[src/rtl/cpu_bus_tracer.sv]
// cpu_bus_tracer
// Captures one 6502 external bus cycle per cycle_strobe into a FIFO and
// streams each captured cycle to the LCD controller as a 10-character
// ASCII record: "AAAA DD RS" (address, data, R/W, '*' on opcode fetch).
//
// Ports
//   clk, rst              system clock, asynchronous active-high reset
//   enable                capture enable (draining continues when low)
//   cycle_strobe          one-clk pulse per CPU cycle; addr/data/rw/sync valid
//   addr, data, rw, sync  bus sample
//   init_done             LCD ready; gates the start of each record
//   write_done            LCD finished the current clear or character
//   write_start           pulse: data_out valid, write it
//   data_out              ASCII character
//   clear_all             pulse: clear the LCD before a record
//   overflow              sticky: a sample was dropped
//   drop_count            dropped samples, saturating at 255
//   fifo_level            current FIFO occupancy
//
// state    | meaning
// ---------+-------------------------------------------------------
// IDLE     | waiting for a queued entry and init_done; pops + clears
// WAIT_CLR | clear_all issued, waiting for write_done
// SEND     | presents char[idx] and pulses write_start
// WAIT_CHR | waiting for write_done of char[idx]
module cpu_bus_tracer #(
    parameter int DEPTH = 8
) (
    input  logic                   clk,
    input  logic                   rst,
    input  logic                   enable,
    input  logic                   cycle_strobe,
    input  logic [15:0]            addr,
    input  logic [7:0]             data,
    input  logic                   rw,
    input  logic                   sync,
    input  logic                   init_done,
    input  logic                   write_done,
    output logic                   write_start,
    output logic [7:0]             data_out,
    output logic                   clear_all,
    output logic                   overflow,
    output logic [7:0]             drop_count,
    output logic [$clog2(DEPTH):0] fifo_level
);

    localparam int AW = $clog2(DEPTH);
    localparam int LW = AW + 1;
    localparam logic [LW-1:0] FULL_LVL = LW'(DEPTH);

    typedef enum logic [1:0] {IDLE, WAIT_CLR, SEND, WAIT_CHR} state_t;

    logic [25:0]   mem [DEPTH];
    logic [AW-1:0] wr_ptr, rd_ptr;
    logic          full, empty, push_req, push, pop;

    state_t        state, state_next;
    logic [3:0]    idx, idx_next;
    logic [25:0]   record;
    logic [7:0]    char_sel, data_next;
    logic          clear_next, start_next;

    assign full     = (fifo_level == FULL_LVL);
    assign empty    = (fifo_level == '0);
    assign push_req = cycle_strobe && enable;
    // A full FIFO still accepts a sample when the head leaves on the same edge.
    assign push     = push_req && (!full || pop);

    always_ff @(posedge clk) begin
        if (push) mem[wr_ptr] <= {addr, data, rw, sync};
    end

    always_ff @(posedge clk or posedge rst) begin
        if (rst) begin
            wr_ptr     <= '0;
            rd_ptr     <= '0;
            fifo_level <= '0;
            overflow   <= 1'b0;
            drop_count <= 8'h00;
        end else begin
            if (push) wr_ptr <= wr_ptr + 1'b1;
            if (pop)  rd_ptr <= rd_ptr + 1'b1;
            case ({push, pop})
                2'b10:   fifo_level <= fifo_level + 1'b1;
                2'b01:   fifo_level <= fifo_level - 1'b1;
                default: fifo_level <= fifo_level;
            endcase
            if (push_req && !push) begin
                overflow <= 1'b1;
                if (drop_count != 8'hFF) drop_count <= drop_count + 1'b1;
            end
        end
    end

    function automatic logic [7:0] hex_char(input logic [3:0] n);
        if (n < 4'd10) return 8'h30 + {4'h0, n};
        else           return 8'h37 + {4'h0, n};
    endfunction

    // record = {addr[15:0], data[7:0], rw, sync}
    always_comb begin
        char_sel = 8'h20;
        case (idx)
            4'd0: char_sel = hex_char(record[25:22]);
            4'd1: char_sel = hex_char(record[21:18]);
            4'd2: char_sel = hex_char(record[17:14]);
            4'd3: char_sel = hex_char(record[13:10]);
            4'd5: char_sel = hex_char(record[9:6]);
            4'd6: char_sel = hex_char(record[5:2]);
            4'd8: char_sel = record[1] ? 8'h52 : 8'h57;
            4'd9: char_sel = record[0] ? 8'h2A : 8'h20;
            default: char_sel = 8'h20;
        endcase
    end

    always_comb begin
        state_next = state;
        idx_next   = idx;
        pop        = 1'b0;
        clear_next = 1'b0;
        start_next = 1'b0;
        data_next  = data_out;
        case (state)
            IDLE: begin
                if (init_done && !empty) begin
                    pop        = 1'b1;
                    clear_next = 1'b1;
                    state_next = WAIT_CLR;
                end
            end
            WAIT_CLR: begin
                if (write_done) begin
                    idx_next   = 4'd0;
                    state_next = SEND;
                end
            end
            SEND: begin
                data_next  = char_sel;
                start_next = 1'b1;
                state_next = WAIT_CHR;
            end
            WAIT_CHR: begin
                if (write_done) begin
                    if (idx == 4'd9) begin
                        state_next = IDLE;
                    end else begin
                        idx_next   = idx + 4'd1;
                        state_next = SEND;
                    end
                end
            end
            default: state_next = IDLE;
        endcase
    end

    always_ff @(posedge clk or posedge rst) begin
        if (rst) begin
            state       <= IDLE;
            idx         <= 4'd0;
            record      <= '0;
            clear_all   <= 1'b0;
            write_start <= 1'b0;
            data_out    <= 8'h00;
        end else begin
            state       <= state_next;
            idx         <= idx_next;
            clear_all   <= clear_next;
            write_start <= start_next;
            data_out    <= data_next;
            if (pop) record <= mem[rd_ptr];
        end
    end

endmodule

[config.mk]
export PLATFORM = sky130hd
export DESIGN_NAME = cpu_bus_tracer
export DESIGN_NICKNAME = d
export VERILOG_FILES = /design/src/rtl/cpu_bus_tracer.sv
export SDC_FILE = /design/constraint.sdc
export NUM_CORES = 1
export LEC_CHECK = 0
export CORE_ASPECT_RATIO = 0.8
export CORE_UTILIZATION = 30
export DETAILED_ROUTE_END_ITERATION = 8
export PLACE_DENSITY = 0.53
export SLEW_MARGIN = 20
export SYNTH_ARGS = -nofsm -noshare
export SYNTH_HDL_FRONTEND = slang
export SYNTH_SLANG_ARGS = --single-unit
[constraint.sdc]
create_clock -name clk -period 4.9 [get_ports clk]
set_input_delay 0.49 -clock clk [delete_from_list [all_inputs] [get_ports clk]]
set_output_delay 0.49 -clock clk [all_outputs]
set_load 0.01 [all_outputs]
* Word level (Yosys, flattened, before mapping)
Memory sizes are Yosys's and may differ from the RTL's. A register that Yosys moved wholly into a read port is not among the register bits.
Cells that the tools add are included.
** Storage, ports and cells
- Bits in registers :: 35
- Memory bits (writable) :: 208
- Bits of input ports :: 32
- Output and inout bits :: 23
- Word-level logic and storage cells :: 93
- Memories kept :: 1
** Memory list
- mem :: words 8, bits a word 26, read ports 1, clocked after memory_dff 1, wr ports 1, line 53 : logic [25:0] mem [DEPTH];
** Operators by class
- $add $sub $neg :: 18
- Order comparisons :: 6
- Eq/ne operators :: 18
- Multiplexer cells :: 24
- Reductions and logical operators :: 16
** Operator list (count)
- adder 6 x 4 -> 7 bit (first input constant) :: 12
- case mux 8 bit (8 select lines) :: 1
- two-way mux 7 bit :: 6
- less-than comparator 4 bit (second input constant) :: 6
- two-way mux 4 bit :: 4
- case mux 4 bit (2 select lines) :: 2
- equality test 4 bit (second input constant) :: 3
- adder 4 x 1 -> 4 bit (second input constant) :: 2
- adder 8 x 1 -> 8 bit (second input constant) :: 1
- equality test 4 x 2 -> 1 bit (second input constant) :: 2
- equality test 4 x 3 -> 1 bit (second input constant) :: 2
- zero test 4 bit :: 2
- two-way mux 2 bit :: 4
- != test 2 bit (second input constant) :: 4
- != test 8 bit (second input constant) :: 1
- case mux 2 bit (4 select lines) :: 1
- adder 3 x 1 -> 3 bit (second input constant) :: 2
- equality test 2 bit (second input constant) :: 3
- two-way mux 1 bit :: 5
- equality test 2 x 1 -> 1 bit (second input constant) :: 2
- equality test 4 x 1 -> 1 bit (second input constant) :: 1
- logical AND 1 bit :: 4
- AND reduction 4 bit :: 1
- nonzero test 2 bit :: 2
- 7 further kinds :: 9

* Logic depth before layout (Yosys ltp)
- Depth in word-level cells :: 10
- Mapped depth :: 11
- Mapped depth without buffers :: 11

* Worst setup path before layout
Ideal clock, no wire load.
- Kind :: flip-flop to flip-flop
- Start :: register fifo_level[0]
- End :: memory mem[0][0] (enable)
- Setup time :: 0.442 ns
- Arrival :: 3.291 ns
- Setup slack :: 1.167 ns
- Cell stages (with the launch flop) :: 6
- Buffers on the path :: 0
- Cells stage by stage :: dfrtp_1 o41ai_2 or3_4 a21oi_1 nand2b_1 nor3_1
** On the way
- Cells in the longest elaborated chain, start to end :: 9
** RTL lines
- start: declaration :: line 44 : output logic [$clog2(DEPTH):0] fifo_level
- start signal: assignment :: line 84 : 2'b10: fifo_level <= fifo_level + 1'b1;
- start signal: assignment :: line 85 : 2'b01: fifo_level <= fifo_level - 1'b1;
- start signal: assignment :: line 86 : default: fifo_level <= fifo_level;
- zero test 4 bit :: line 64 : assign empty = (fifo_level == '0);
- zero test 1 bit :: line 125 : if (init_done && !empty) begin
- logical AND 1 bit :: line 125
- two-way mux 1 bit :: line 125
- two-way mux 1 bit :: line 123 : case (state)
- logical OR 1 bit * :: line 67 : assign push = push_req && (!full || pop);
- logical AND 1 bit * :: line 67
- two-way mux 1 bit * :: line 70 : if (push) mem[wr_ptr] <= {addr, data, rw, sync};
- two-way mux 1 bit (implied by the code) * :: line 70
- end: declaration :: line 53
Every way passes the cells marked *; elsewhere a longest branch is shown, timed or not.

* Worst setup path after layout
- Start :: register fifo_level[0]
- End :: memory mem[1][19] (enable)
Same word-level chain as after synthesis.

==> summary.md <==
| Metric | Value |
|---|---|
| GP Congestion | `about 0.85` |
| Grt total ovfl | `0` |
| Post-synthesis sequential area ratio | `around 70%` |
| Fillers | `between 3000 and 4000` |
| WL/cell | `18.2 um` |
| Pwr/cell area | `554 nW/um2` |
| CP max stage delay | `around 0.49 ns` |
| Worst-path clk slew | `0.06 ns` |
| Worst rel slew slack | `a little under two fifths` |
| Synth Area per Inst | `approximately 16 um2` |
| Worst setup EP type | `register` |
| Vias in the first global route | `between 5000 and 6000` |
| First-pass GRT wire length | `35500 um` |
| Max-Cap Viols | `0` |
| Die height | `between 150 and 200 um` |
| Worst hold slack | `between 0.4 and 0.5 ns` |
| DRT antenna net count | `0` |
| CP Depth | `6` |
| Post-CTS setup buffer count | `0` |
| Post-layout min period | `around 2.7 ns` |
| Root buffer cell | `clkbuf_16` |
| Antenna diode count | `0` |
| Sum of negative setup slack | `0 ns` |
| Synth Warn # | `0` |
| Distinct cells, synth | `57` |
| XOR/XNOR Fraction of Synth Area | `under 10%` |
| DIE AREA | `around 38000 um2` |
| Final Max Slew Viols | `0` |
| Initial Utilization | `between 30% and 40%` |
| Worst VDD drop | `about 240 uV` |
| Detailed placer's ending HPWL | `roughly 14000 um` |
| Vias per std cell | `between 4 and 5` |
| Worst path cell trace | `o41ai_2 -> or3_4 -> a21oi_1 -> nand2_1 -> nor3_2 -> buf_4` |
| Status | `complete, no violations` |
| Final setup viols | `0` |
| Mapped Area | `~11000 um2` |
| Mux contribution to synthesized area | `roughly an eighth` |
| Crit-path max FO | `26` |
| Worst-Margin Slew | `0.934 ns` |
| Initial DRC Count | `382` |
| Share of Yosys cell area claimed by the top area cell type | `roughly 56%` |
| Fin. Hold Viols | `0` |
| Family with the most delay on the worst path | `simple AND/OR/NAND/NOR gates` |
| Core Region | `roughly 36000 um2` |
| Synth top area cells | `edfxtp_1, dfrtp_1, mux4_2, mux2i_1, a21oi_1` |
| HP Class | `in -> async` |
| Row cnt | `62` |
| Synthesized flop and latch total | `around 270` |
| Post-synthesis compound-gate area fraction | `between 5 and 6%` |
| Final worst setup slack | `between 2 and 2.5 ns` |
| CP max-delay cell | `dfrtp_1` |
| Main flop type after synthesis | `edfxtp_1` |
| Total CTS buffers | `28` |
| Post-DP Area | `between 10000 and 15000 um2` |
| Largest family of logic cells by synthesized area | `multiplexers` |
| GRT Overall Usage | `about an eighth` |
| Layout cell share with drive strength beyond 1 | `between 10% and 20%` |
| Initial antenna violation count | `0` |
| Post-Place Setup Slack | `between 1.5 and 2 ns` |
| Clock sinks | `approximately 270` |
| Simple-gate area share of the yosys netlist | `under 10%` |
| Net Count, Synth | `approximately 730` |
| Setup Crit Path Kind | `reg -> reg` |
| Startpoint Class | `register` |
| Io pins | `55` |
| RSZ-0062 raised after global routing | `no` |
| EDFF count, synth | `208` |
| Pre-antenna DRT Iters | `5` |
| Layout area overhead | `17.8%` |
| CP bufs+invs | `1` |
| Final instance area | `13100 um2` |
| Pin count of the biggest net entering global routing | `61` |
| Post-Route WL | `roughly 23000 um` |
| Worst Path Arrival | `around 2.9 ns` |
| Crit path launch | `fifo_level[0]` |
| Path depth of the worst reg2reg path | `6` |
| Fin crit share | `between 50% and 60%` |
| Number of nets in the layout | `between 700 and 800` |
| Cell taking the most area after synthesis | `edfxtp_1` |
| Max Clock Freq | `around 380 MHz` |
| Placed Instances | `roughly 1200` |
| Worst r2r src | `fifo_level[0]` |
| Async SR Flop Fraction | `22.4%` |
| Adder-Cell Fraction of Synth Area | `about 1.9%` |
| PortBufs | `53` |
| Syn Inst Count | `approximately 680` |
| Chip Width | `roughly 220 um` |
| Worst Clk Skew | `~0.012 ns` |
| Clock Tree Buf Depth | `3` |
| Pleak | `4.52 nW` |
| WP data required | `just over 5 ns` |
| Via count | `5964` |
| Count of cells resized by post-cts repair | `0` |
| Finished Layout Cells | `about 1200` |
| Skew-Pair Late Insertion Delay | `roughly 0.57 ns` |
| Post-route DRC | `0` |
| H-tree lvl count | `1` |
| Hold buffers post-CTS | `0` |
| CTS tree | `built` |
-- final timing paths --
path                            endpoint  slack (ns)
max                           mem[1][19]        2.24
min                        drop_count[3]        0.47
max reg2reg                   mem[1][19]        2.24
min reg2reg                     overflow        0.47
max in group asynchronous      rd_ptr[0]        3.84
min in group clk                overflow        0.47
-- metal layers --
| metal | global-route usage [%] | part of all wire, % | up-vias |
|---|---|---|---|
| li1 | - | - | 2777 |
| met1 | 18.8 | 50 | 3016 |
| met2 | 17.4 | 43 | 127 |
| met3 | 2.24 | 4.1 | 44 |
| met4 | 3.81 | 2.8 | 0 |
| met5 | 0 | 0 | - |
-- cell usage in the layout (no fill, tap or decap), types with 19 or more instances in the layout --
| cell | count |
|---|---|
| clkdlybuf4s50_1 | 53 |
| mux4_2 | 52 |
| nand2_1 | 30 |
| edfxtp_1 | 208 |
| inv_1 | 19 |
| o21ai_0 | 19 |
| a21oi_1 | 50 |
| mux2i_1 | 27 |
| nor2_1 | 44 |
| clkbuf_16 | 28 |
| dfrtp_1 | 58 |
-- power breakdown --
part	internal (mW)	leakage, nW	switching (mW)
Combinational	1.02	1.52	1.08
Clock	1.06	0.397	0.886
Sequential	2.81	2.59	0.434
-- sequential cells by signal, summed over array words and instances, names as in the netlist --
signal       cells
fifo_level       4
wr_ptr           3
overflow         1
write_start      1
state            2
clear_all        1
drop_count       8
rd_ptr           3
idx              4
data_out         7
record          26
mem            208
-- final cells by class --
cell class	count	area, um2	area share (%)
sequential	268	7750	59.0
multi-input combinational	361	3240	24.6
clock buffer	35	727	5.53
timing repair buffer	68	643	4.89
tap	480	601	4.57
clock inverter	15	109	0.828
inverter	21	78.8	0.600
-- cell usage after synthesis, types with 2 or more instances --
cell type and instances:
a222oi_1 2, and3_1 2, nor4_1 5, a31oi_1 3, edfxtp_1 208, nor3b_1 3, mux2i_1 27, buf_2 11
xor2_1 3, nor2_1 50, dfrtp_1 60, o22ai_1 5, a32oi_1 2, nand3_1 2, nand4_1 8, nor3_1 7
nand2_1 30, ha_1 15, a21o_1 4, and2_1 4, a211oi_1 3, inv_1 20, a21oi_1 50, nor2b_1 9
o21bai_1 2, clkbuf_1 15, and4b_1 5, mux4_2 52, a22oi_1 3, o21ai_0 19, nand2b_1 5, o211ai_1 2
mux2_2 4, xnor2_1 15
-- kinds of logic after synthesis --
group / count (synthesis)
buffers and inverters: 49
multiplexers: 83
adder cells (fa/ha/maj): 16
flip-flops: 268
other: 1
AND/OR/NAND/NOR: 139
AO/OA/AOI/OAI: 104
XOR/XNOR: 18
-- tightest hold or removal path: stages --
cell and delay [ns]:
clkdlybuf4s50_1 0.41, inv_2 0.05, buf_4 0.59
-- per-stage QoR --
stage	total power, mW	utilization, %
after floorplan	4.65	-
after global routing	7.72	36.3
final	7.29	36.3
after global placement	5.40	34.0
after detailed placement	5.42	34.0
after CTS	7.39	36.3
Note: power is estimated with default switching activity, not from simulation.
